[src/rtl/rfid_onchip_mem_arbiter.sv]
// ---------------------------------------------------------------------------
// rfid_onchip_mem_arbiter
//
// Shares one single-port on-chip RAM between two Avalon-style requesters:
// port A (Nios data master) and port B (RFID capture/replay engine).
//
// The grant decision is combinational: the winner's command drives mem_* in
// the same cycle it is accepted. At most one access is granted per cycle.
// Read data returns one cycle after the accepted read and is flagged to the
// issuing port through a registered read tag.
//
// Arbitration:
//   IDLE  : no owner. A single requester wins. If both request, the port
//           that did not win last time wins.
//   OWN_x : x keeps winning while it requests, unless the other port has
//           been waiting and x already holds MAX_HOLD consecutive grants.
//
// Ports
//   clk, reset                 clock, asynchronous active-high reset
//   a_*/b_*  req,write,addr,   requester command (held until accepted)
//            wdata,be
//   a_wait/b_wait              waitrequest, low in the accept cycle
//   a_rvalid/b_rvalid, *_rdata read response, one cycle after accept
//   mem_cs,mem_write,mem_addr, RAM command
//   mem_wdata,mem_be
//   mem_clken                  RAM clock enable (low only during reset)
//   mem_readdata               RAM q, valid the cycle after a read
//
// Optional feature (macro MEM_ARB_GRANT_CNT_EN):
//   cnt_clr                    synchronous clear of the grant counters
//   a_grant_cnt/b_grant_cnt    16-bit saturating accepted-access counters
// ---------------------------------------------------------------------------
module rfid_onchip_mem_arbiter #(
    parameter int ADDR_W   = 13,
    parameter int DATA_W   = 32,
    parameter int MAX_HOLD = 4
) (
    input  logic                clk,
    input  logic                reset,

    input  logic                a_req,
    input  logic                a_write,
    input  logic [ADDR_W-1:0]   a_addr,
    input  logic [DATA_W-1:0]   a_wdata,
    input  logic [DATA_W/8-1:0] a_be,
    output logic                a_wait,
    output logic                a_rvalid,
    output logic [DATA_W-1:0]   a_rdata,

    input  logic                b_req,
    input  logic                b_write,
    input  logic [ADDR_W-1:0]   b_addr,
    input  logic [DATA_W-1:0]   b_wdata,
    input  logic [DATA_W/8-1:0] b_be,
    output logic                b_wait,
    output logic                b_rvalid,
    output logic [DATA_W-1:0]   b_rdata,

    output logic                mem_cs,
    output logic                mem_write,
    output logic [ADDR_W-1:0]   mem_addr,
    output logic [DATA_W-1:0]   mem_wdata,
    output logic [DATA_W/8-1:0] mem_be,
    output logic                mem_clken,
`ifdef MEM_ARB_GRANT_CNT_EN
    input  logic                cnt_clr,
    output logic [15:0]         a_grant_cnt,
    output logic [15:0]         b_grant_cnt,
`endif
    input  logic [DATA_W-1:0]   mem_readdata
);

    localparam logic [3:0] MAX_HOLD_C = 4'(MAX_HOLD);

    typedef enum logic [1:0] {
        IDLE  = 2'd0,
        OWN_A = 2'd1,
        OWN_B = 2'd2
    } state_t;

    state_t     state, state_nxt;
    logic       last_b, last_b_nxt;     // 1: B won the most recent grant
    logic [3:0] hold_cnt, hold_cnt_nxt;
    logic       grant_a, grant_b;
    logic       rd_a_vld_p1, rd_b_vld_p1;

    function automatic logic [3:0] hold_inc(input logic [3:0] v);
        return (v == 4'hF) ? v : v + 4'd1;
    endfunction

    // Grant decision. Forced off while reset is asserted so that no RAM
    // access is issued and waitrequest simply mirrors req.
    always_comb begin
        grant_a = 1'b0;
        grant_b = 1'b0;
        if (!reset) begin
            case (state)
                OWN_A: begin
                    if (a_req && (!b_req || hold_cnt < MAX_HOLD_C))
                        grant_a = 1'b1;
                    else
                        grant_b = b_req;
                end
                OWN_B: begin
                    if (b_req && (!a_req || hold_cnt < MAX_HOLD_C))
                        grant_b = 1'b1;
                    else
                        grant_a = a_req;
                end
                default: begin
                    if (a_req && b_req) begin
                        grant_a = last_b;
                        grant_b = !last_b;
                    end else begin
                        grant_a = a_req;
                        grant_b = b_req;
                    end
                end
            endcase
        end
    end

    // Ownership and hold count follow the winner. The hold count only
    // advances while the other port is actually waiting, so a port that
    // streams alone does not use up its budget before contention starts.
    always_comb begin
        state_nxt    = IDLE;
        hold_cnt_nxt = 4'd0;
        last_b_nxt   = last_b;
        if (grant_a) begin
            state_nxt  = OWN_A;
            last_b_nxt = 1'b0;
            if (state == OWN_A)
                hold_cnt_nxt = b_req ? hold_inc(hold_cnt) : hold_cnt;
            else
                hold_cnt_nxt = 4'd1;
        end else if (grant_b) begin
            state_nxt  = OWN_B;
            last_b_nxt = 1'b1;
            if (state == OWN_B)
                hold_cnt_nxt = a_req ? hold_inc(hold_cnt) : hold_cnt;
            else
                hold_cnt_nxt = 4'd1;
        end
    end

    // Stage p0 -> p1: arbitration state and read tags
    always_ff @(posedge clk or posedge reset) begin
        if (reset) begin
            state       <= IDLE;
            last_b      <= 1'b1;
            hold_cnt    <= 4'd0;
            rd_a_vld_p1 <= 1'b0;
            rd_b_vld_p1 <= 1'b0;
        end else begin
            state       <= state_nxt;
            last_b      <= last_b_nxt;
            hold_cnt    <= hold_cnt_nxt;
            rd_a_vld_p1 <= grant_a && !a_write;
            rd_b_vld_p1 <= grant_b && !b_write;
        end
    end

    assign a_wait    = a_req && !grant_a;
    assign b_wait    = b_req && !grant_b;

    assign mem_cs    = grant_a || grant_b;
    assign mem_write = grant_a ? a_write : (grant_b && b_write);
    assign mem_addr  = grant_b ? b_addr  : a_addr;
    assign mem_wdata = grant_b ? b_wdata : a_wdata;
    assign mem_be    = grant_b ? b_be    : a_be;
    assign mem_clken = !reset;

    assign a_rvalid  = rd_a_vld_p1;
    assign b_rvalid  = rd_b_vld_p1;
    assign a_rdata   = mem_readdata;
    assign b_rdata   = mem_readdata;

`ifdef MEM_ARB_GRANT_CNT_EN
    function automatic logic [15:0] sat_inc16(input logic [15:0] v);
        return (v == 16'hFFFF) ? v : v + 16'd1;
    endfunction

    always_ff @(posedge clk or posedge reset) begin
        if (reset) begin
            a_grant_cnt <= 16'd0;
            b_grant_cnt <= 16'd0;
        end else if (cnt_clr) begin
            a_grant_cnt <= 16'd0;
            b_grant_cnt <= 16'd0;
        end else begin
            if (grant_a) a_grant_cnt <= sat_inc16(a_grant_cnt);
            if (grant_b) b_grant_cnt <= sat_inc16(b_grant_cnt);
        end
    end
`endif

endmodule

[config.mk]
export PLATFORM = sky130hd
export DESIGN_NAME = rfid_onchip_mem_arbiter
export DESIGN_NICKNAME = d
export VERILOG_FILES = /design/src/rtl/rfid_onchip_mem_arbiter.sv
export SDC_FILE = /design/constraint.sdc
export NUM_CORES = 1
export LEC_CHECK = 0
export ABC_CLOCK_PERIOD_IN_PS = 2050
export BUFFER_PORTS_ARGS = -buffer_cell sky130_fd_sc_hd__clkbuf_2
export CAP_MARGIN = 10
export CELL_PAD_IN_SITES_DETAIL_PLACEMENT = 0
export CELL_PAD_IN_SITES_GLOBAL_PLACEMENT = 1
export CORE_MARGIN = 5
export CORE_UTILIZATION = 15
export DETAILED_ROUTE_END_ITERATION = 6
export PLACE_DENSITY = 0.85
export SETUP_SLACK_MARGIN = 0.05
export SLEW_MARGIN = 20
export SYNTH_ARGS = -nofsm -noshare
export SYNTH_HDL_FRONTEND = slang
export SYNTH_SLANG_ARGS = --single-unit
[constraint.sdc]
create_clock -name clk -period 2.05 [get_ports clk]
set_input_delay 0.205 -clock clk [delete_from_list [all_inputs] [get_ports clk]]
set_output_delay 0.205 -clock clk [all_outputs]
set_load 0.02 [all_outputs]
# After elaboration in Yosys (flattened, before gate mapping)
# Cells that the tools add are included.
# W data, S select, Z words.
[op_classes]
add_sub_neg = 1
mul = 0
div = 0
magnitude_cmp = 1
eq_ne = 5
shifts = 0
muxes = 25
bitwise = 0
reduce_logical = 21
[op_table]
columns = ["cell", "count"]
rows = [
  ["$mux W32", 1],
  ["$mux W4", 8],
  ["$mux W13", 1],
  ["$mux W1", 11],
  ["$logic_and A1 B1 Y1", 8],
  ["$logic_not A1 Y1", 8],
  ["$add A4 B1 Y4 const B", 1],
  ["$eq A4 B4 Y1 const B", 1],
  ["$lt A4 B3 Y1 const B", 1],
  ["$mux W2", 2],
  ["$ne A4 B4 Y1 const B", 1],
  ["$pmux W1 S2", 2],
  ["$logic_or A1 B1 Y1", 3],
  ["$ne A3 B3 Y1 const B", 1],
  ["$eq A2 B1 Y1 const B", 1],
  ["$eq A2 B2 Y1 const B", 1],
  ["$reduce_and A2 Y1", 1],
  ["$reduce_bool A2 Y1", 1],
]
[totals]
reg_bits = 9
latchBits = 0
mem_bits_rw = 0
rom_bits = 0
in_bits = 136
output_inout_bits = 120
elab_cells = 58
memories = 0

# Logic depth before layout (Yosys ltp)
[depth]
ltp_word = 8
mapped_depth = 9
depth_no_buf = 8

# Worst setup path after synthesis
# No wires, ideal clock.
[synth_path]
kind = "register -> output"
from = "reg state[0]"
to = "out mem_write"
arrival_time_ns = 1.881
required_ns = 1.845
setup_slack_ns = -0.036
stages_incl_launch_ff = 10
path_buffers = 1
cell_sequence = "dfrtp_1 inv_1 ha_1 o21a_1 a2111oi_2 or4_1 buf_6 inv_8 nor2_1 a22o_2"
[synth_via]
elab_cells_between_ends = 8
cone_classes = "eq/ne (2); mux (5); reduce/logical (1)"
[synth_rtl]
columns = ["item", "line_no", "rtl"]
rows = [
  ["from (decl)", "81", "state_t state, state_nxt;"],
  ["from (signal assigned)", "156", "state <= state_nxt;"],
  ["$eq A2 B2 Y1 or $eq A2 B1 Y1 (tied branches)", "97", "case (state)"],
  ["$pmux W1 S2 (*)", "97", ""],
  ["$mux W1 (*)", "96", "if (!reset) begin"],
  ["via grant_a", "84", "logic grant_a, grant_b;"],
  ["$mux W1 (*)", "168", "assign mem_write = grant_a ? a_write : (grant_b && b_write);"],
  ["to (decl)", "60", "output logic mem_write,"],
]
# Mark *: on every way through the listed nets, which the timed path passes. The rest lies on a longest branch.

# Final worst setup path
[layout_path]
from = "reg hold_cnt[2]"
to = "out mem_write"
[layout_via]
elab_chain_len = 8
elab_cells_between_ends = 15
cone_classes = "order compare (1); mux (9); reduce/logical (5)"
[layout_lines]
columns = ["item", "line_no", "rtl"]
rows = [
  ["from (decl)", "83", "logic [3:0] hold_cnt, hold_cnt_nxt;"],
  ["from (signal assigned)", "158", "hold_cnt <= hold_cnt_nxt;"],
  ["$lt A4 B3 Y1 (*)", "99, 105", ""],
  ["$logic_or A1 B1 Y1, on equally long branches", "105, 99", ""],
  ["$logic_and A1 B1 Y1, on equally long branches", "105, 99", ""],
  ["$mux W1, on equally long branches", "105, 99", ""],
  ["$pmux W1 S2", "97", ""],
  ["$mux W1", "96", ""],
  ["$logic_and A1 B1 Y1", "168", ""],
  ["$mux W1 (*)", "168", ""],
]
# Every way passes the cells marked *; elsewhere a longest branch is shown, timed or not.

==> impl_metrics.yaml <==
logic_synthesis:
  synth_top_cells_by_count: "nand2_1 (155), buf_4 (64), nor2_1 (10), dfrtp_1 (8), inv_1 (7)"
  synth_nets: 437
  dominant_cell_type_by_area_after_synthesis: "nand2_1"
  yosys.area.top_type_share_pct: 32.8
  parity_gate_share_of_the_synthesized_area_counting_xor_and_xnor_cells_pct: 0.493
  synthMuxAreaShare_pct: 0.564
  synth_enable_flop_cells: 0
  yosysWarnings: 0
  largest_family_of_logic_cells_by_synthesized_area: "simple AND/OR/NAND/NOR gates"
  synth_simple_gate_area_share_pct: 41.3
  synth-seq-cells: 9
  ys_top_cells_by_area: "nand2_1 (33%), buf_4 (27%), dfrtp_1 (11%), ha_1 (2.1%), nor2_1 (2.1%)"
  synthDistinctLibCells: 39
  post-synth-top-count-cell: "nand2_1"
  avg_synthesized_cell_area_sq_um: 5.96
  syn_inst: 298
  synth_fa_ha_area_share_pct: 2.11
  seq_area_frac_synth_pct: 12.8
  synth_compound_area_share_pct: 9.23
  synth_flop_cell: "dfrtp_1"
  synth.cell_area_sq_um: 1780
  synth-async-reset-ratio_pct: 100
cells_and_area:
  design.final.nets: 563
  final_layout_size_suffix_gt1_share_pct: 67.6
  layout.cells.non_filler: 566
  filler_cell_count: 1202
  area_of_the_multi_input_gates_sq_um: 1350
  postLayoutCellArea_sq_um: 3640
  register_area_sq_um: 226
  antenna_cells_inserted: 0
  area_delta_synth_final_pct: 105
  utilization_pct: 31.6
cts:
  cts.reportedPaths.clkPinSlew_ns: 0.04
  tritoncts: "done"
  insertion_delay_ns: 0.23
  ctsLongestPathBuffers: 2
  cts_made_buffers: 3
  clock_sink_count: 9
  cts.root.buffer_cell: "clkbuf_16"
  h-tree-depth: 1
  number_of_buffers_inserted_for_hold_repair_after_clock_tree_synthesis: 0
global_route:
  grt_max_degree: 25
  antenna_found_initial: 0
  via_count_of_the_first_global_routing_pass: 2290
  grt_overflow: 0
  grt_first_pass_wirelength_mm: 11.1
  globalRouteTotalUtil_pct: 9.37
sta:
  achievable-frequency_mhz: 422
  worst_slew_pin_slew_ns: 0.489
  worst_slack_ns: -0.322
  hold_violations: 0
  timing.hold.ws_ns: 0.0617
  unrepaired_setup_endpoints_after_global_routing: "true"
  setup_viol: 56
  relSlewSlack_pct: 67.3
  fin_worst_skew_ns: 0.00121
  period_needed_ns: 2.37
  timing.final.max_slew_violations: 0
  finalCritPeriodShare_pct: 116
floorplanning:
  floorplan.die.width_um: 119
  boundaryPins: 256
  floorplan.die.height_um: 119
  initial_cell_density_of_the_core_pct: 15.4
  rows: 39
  design.core.area_sq_um: 11500
  total_die_area_sq_um: 14100
power:
  cellLeakagePower_nw: 2.04
  cellPowerDensity_nw_per_um2: 1230
  ir_drop_mv: 0.453
  totalPowerFinal_mw: 4.47
critical_path:
  cp.required_ns: 1.85
  rr_startpoint: "state[1]"
  critical_path_arrival_ns: 2.17
  critical_path.endpoint_type: "primary output"
  worst_setup_path_startpoint: "hold_cnt[2]"
  worstSetupStartpointType: "flop"
  path_class: "flop to primary output"
  worstPathMaxFanout: 4
  rr_worst_depth: 9
route:
  drtPass1Iterations: 4
  iteration_0_drc_count_of_the_detailed_router: 83
  detailroute.via_count: 2268
  wl_mm: 7.77
  number_of_design_rule_violations_left_after_detail_routing: 0
  routed_via_density: 4.01
  wl_per_cell_um: 13.7
  detail-route-antenna-nets: 0
place:
  dpl.hpwl_mm: 4.90
  placedInstanceArea_sq_um: 2410
  place_congestion: 0.791
  io_buffers: 159
  cell_count_after_placement: 542
run_status:
  status: "complete, but fails checks"
  failing_checks: "negative setup slack"
min_path:
  hp-class: "input port to async pin"
job:
  cap_viol_max_count: 0
## metrics by stage
stage | TNS [ns] | setup WS (ns)
2_1_floorplan | 0 | 0.0352
5_1_grt | -18.78 | -0.395
4_1_cts | -12.59 | -0.290
3_3_place_gp | -2.13 | -0.128
3_5_place_dp | -3.78 | -0.149
6_report | -13.54 | -0.322
## worst max-delay path, stage by stage, from the launching register on
cell and delay [ns]:
dfrtp_1 0.40, or3b_1 0.40, a221oi_2 0.28, buf_4 0.16
a211o_4 0.16, buf_6 0.14, nor2_4 0.04, a22o_4 0.22
buf_8 0.13
## layer usage
layer  global-route usage [%]  wire (um)
met1                     10.5       2740
met5                        0          0
met3                     3.10        688
met2                     16.5       4190
met4                     3.40        148
## final cells by class
cell class / count / area share, %
timing repair buffer: 198 / 48.7
multi-input combinational: 204 / 37.0
sequential: 9 / 6.22
tap: 143 / 4.92
clock buffer: 4 / 2.17
inverter: 8 / 1.03
## where the power goes
part           internal (mW)  leakage (nW)  switching, mW
clock network          0.260        0.0382         0.0835
logic                   2.00          1.88           1.86
registers              0.226         0.119         0.0393
## path summary, 6_finish.rpt
path	slack, ns	endpoint
hold reg to reg	0.56	hold_cnt[1]
setup reg to reg	-0.10	hold_cnt[3]
max in group asynchronous	1.77	last_b
min in group clk	0.16	a_rvalid
hold / removal	0.06	hold_cnt[3]
setup / recovery	-0.32	mem_write
## placed cells by master, fill, tap and decap left out, types with 2 or more instances in the layout
cell / instances
inv_1: 5
ha_4: 2
clkbuf_16: 5
buf_16: 3
buf_12: 6
nor2_4: 2
nor2_2: 2
dfrtp_1: 8
and2_4: 3
clkbuf_2: 106
and3_1: 2
nand2_2: 36
buf_4: 16
buf_6: 21
a21oi_1: 3
o21ai_0: 2
nand2_4: 24
nor2_1: 6
inv_2: 2
nand2_1: 95
buf_8: 20
clkbuf_8: 24
nand3_1: 3
nor3_1: 2
## sequential cells by signal (all words and copies together) (netlist names)
| signal | flops |
|---|---|
| a_rvalid | 1 |
| b_rvalid | 1 |
| hold_cnt | 4 |
| last_b | 1 |
| state | 2 |
## logic make-up (layout without fill, tap and decap cells)
kind of cell,count (synthesis),in the layout
adders and majority gates,3,3
AOI/OAI and AO/OA,19,19
xor gates and xnor gates,1,1
muxes,1,1
and+or+nand+nor,180,180
buffers and inverters,85,210
DFF,9,9
## repair_timing
| action | in CTS | in global routing |
|---|---|---|
| cloned | 4 | 3 |
| resized for setup | 137 | 121 |
| endpoints found under the setup margin | 57 | 57 |
| pin swaps | 23 | 43 |
| buffers inserted | 12 | 2 |
Note: power is estimated with default switching activity, not from simulation.
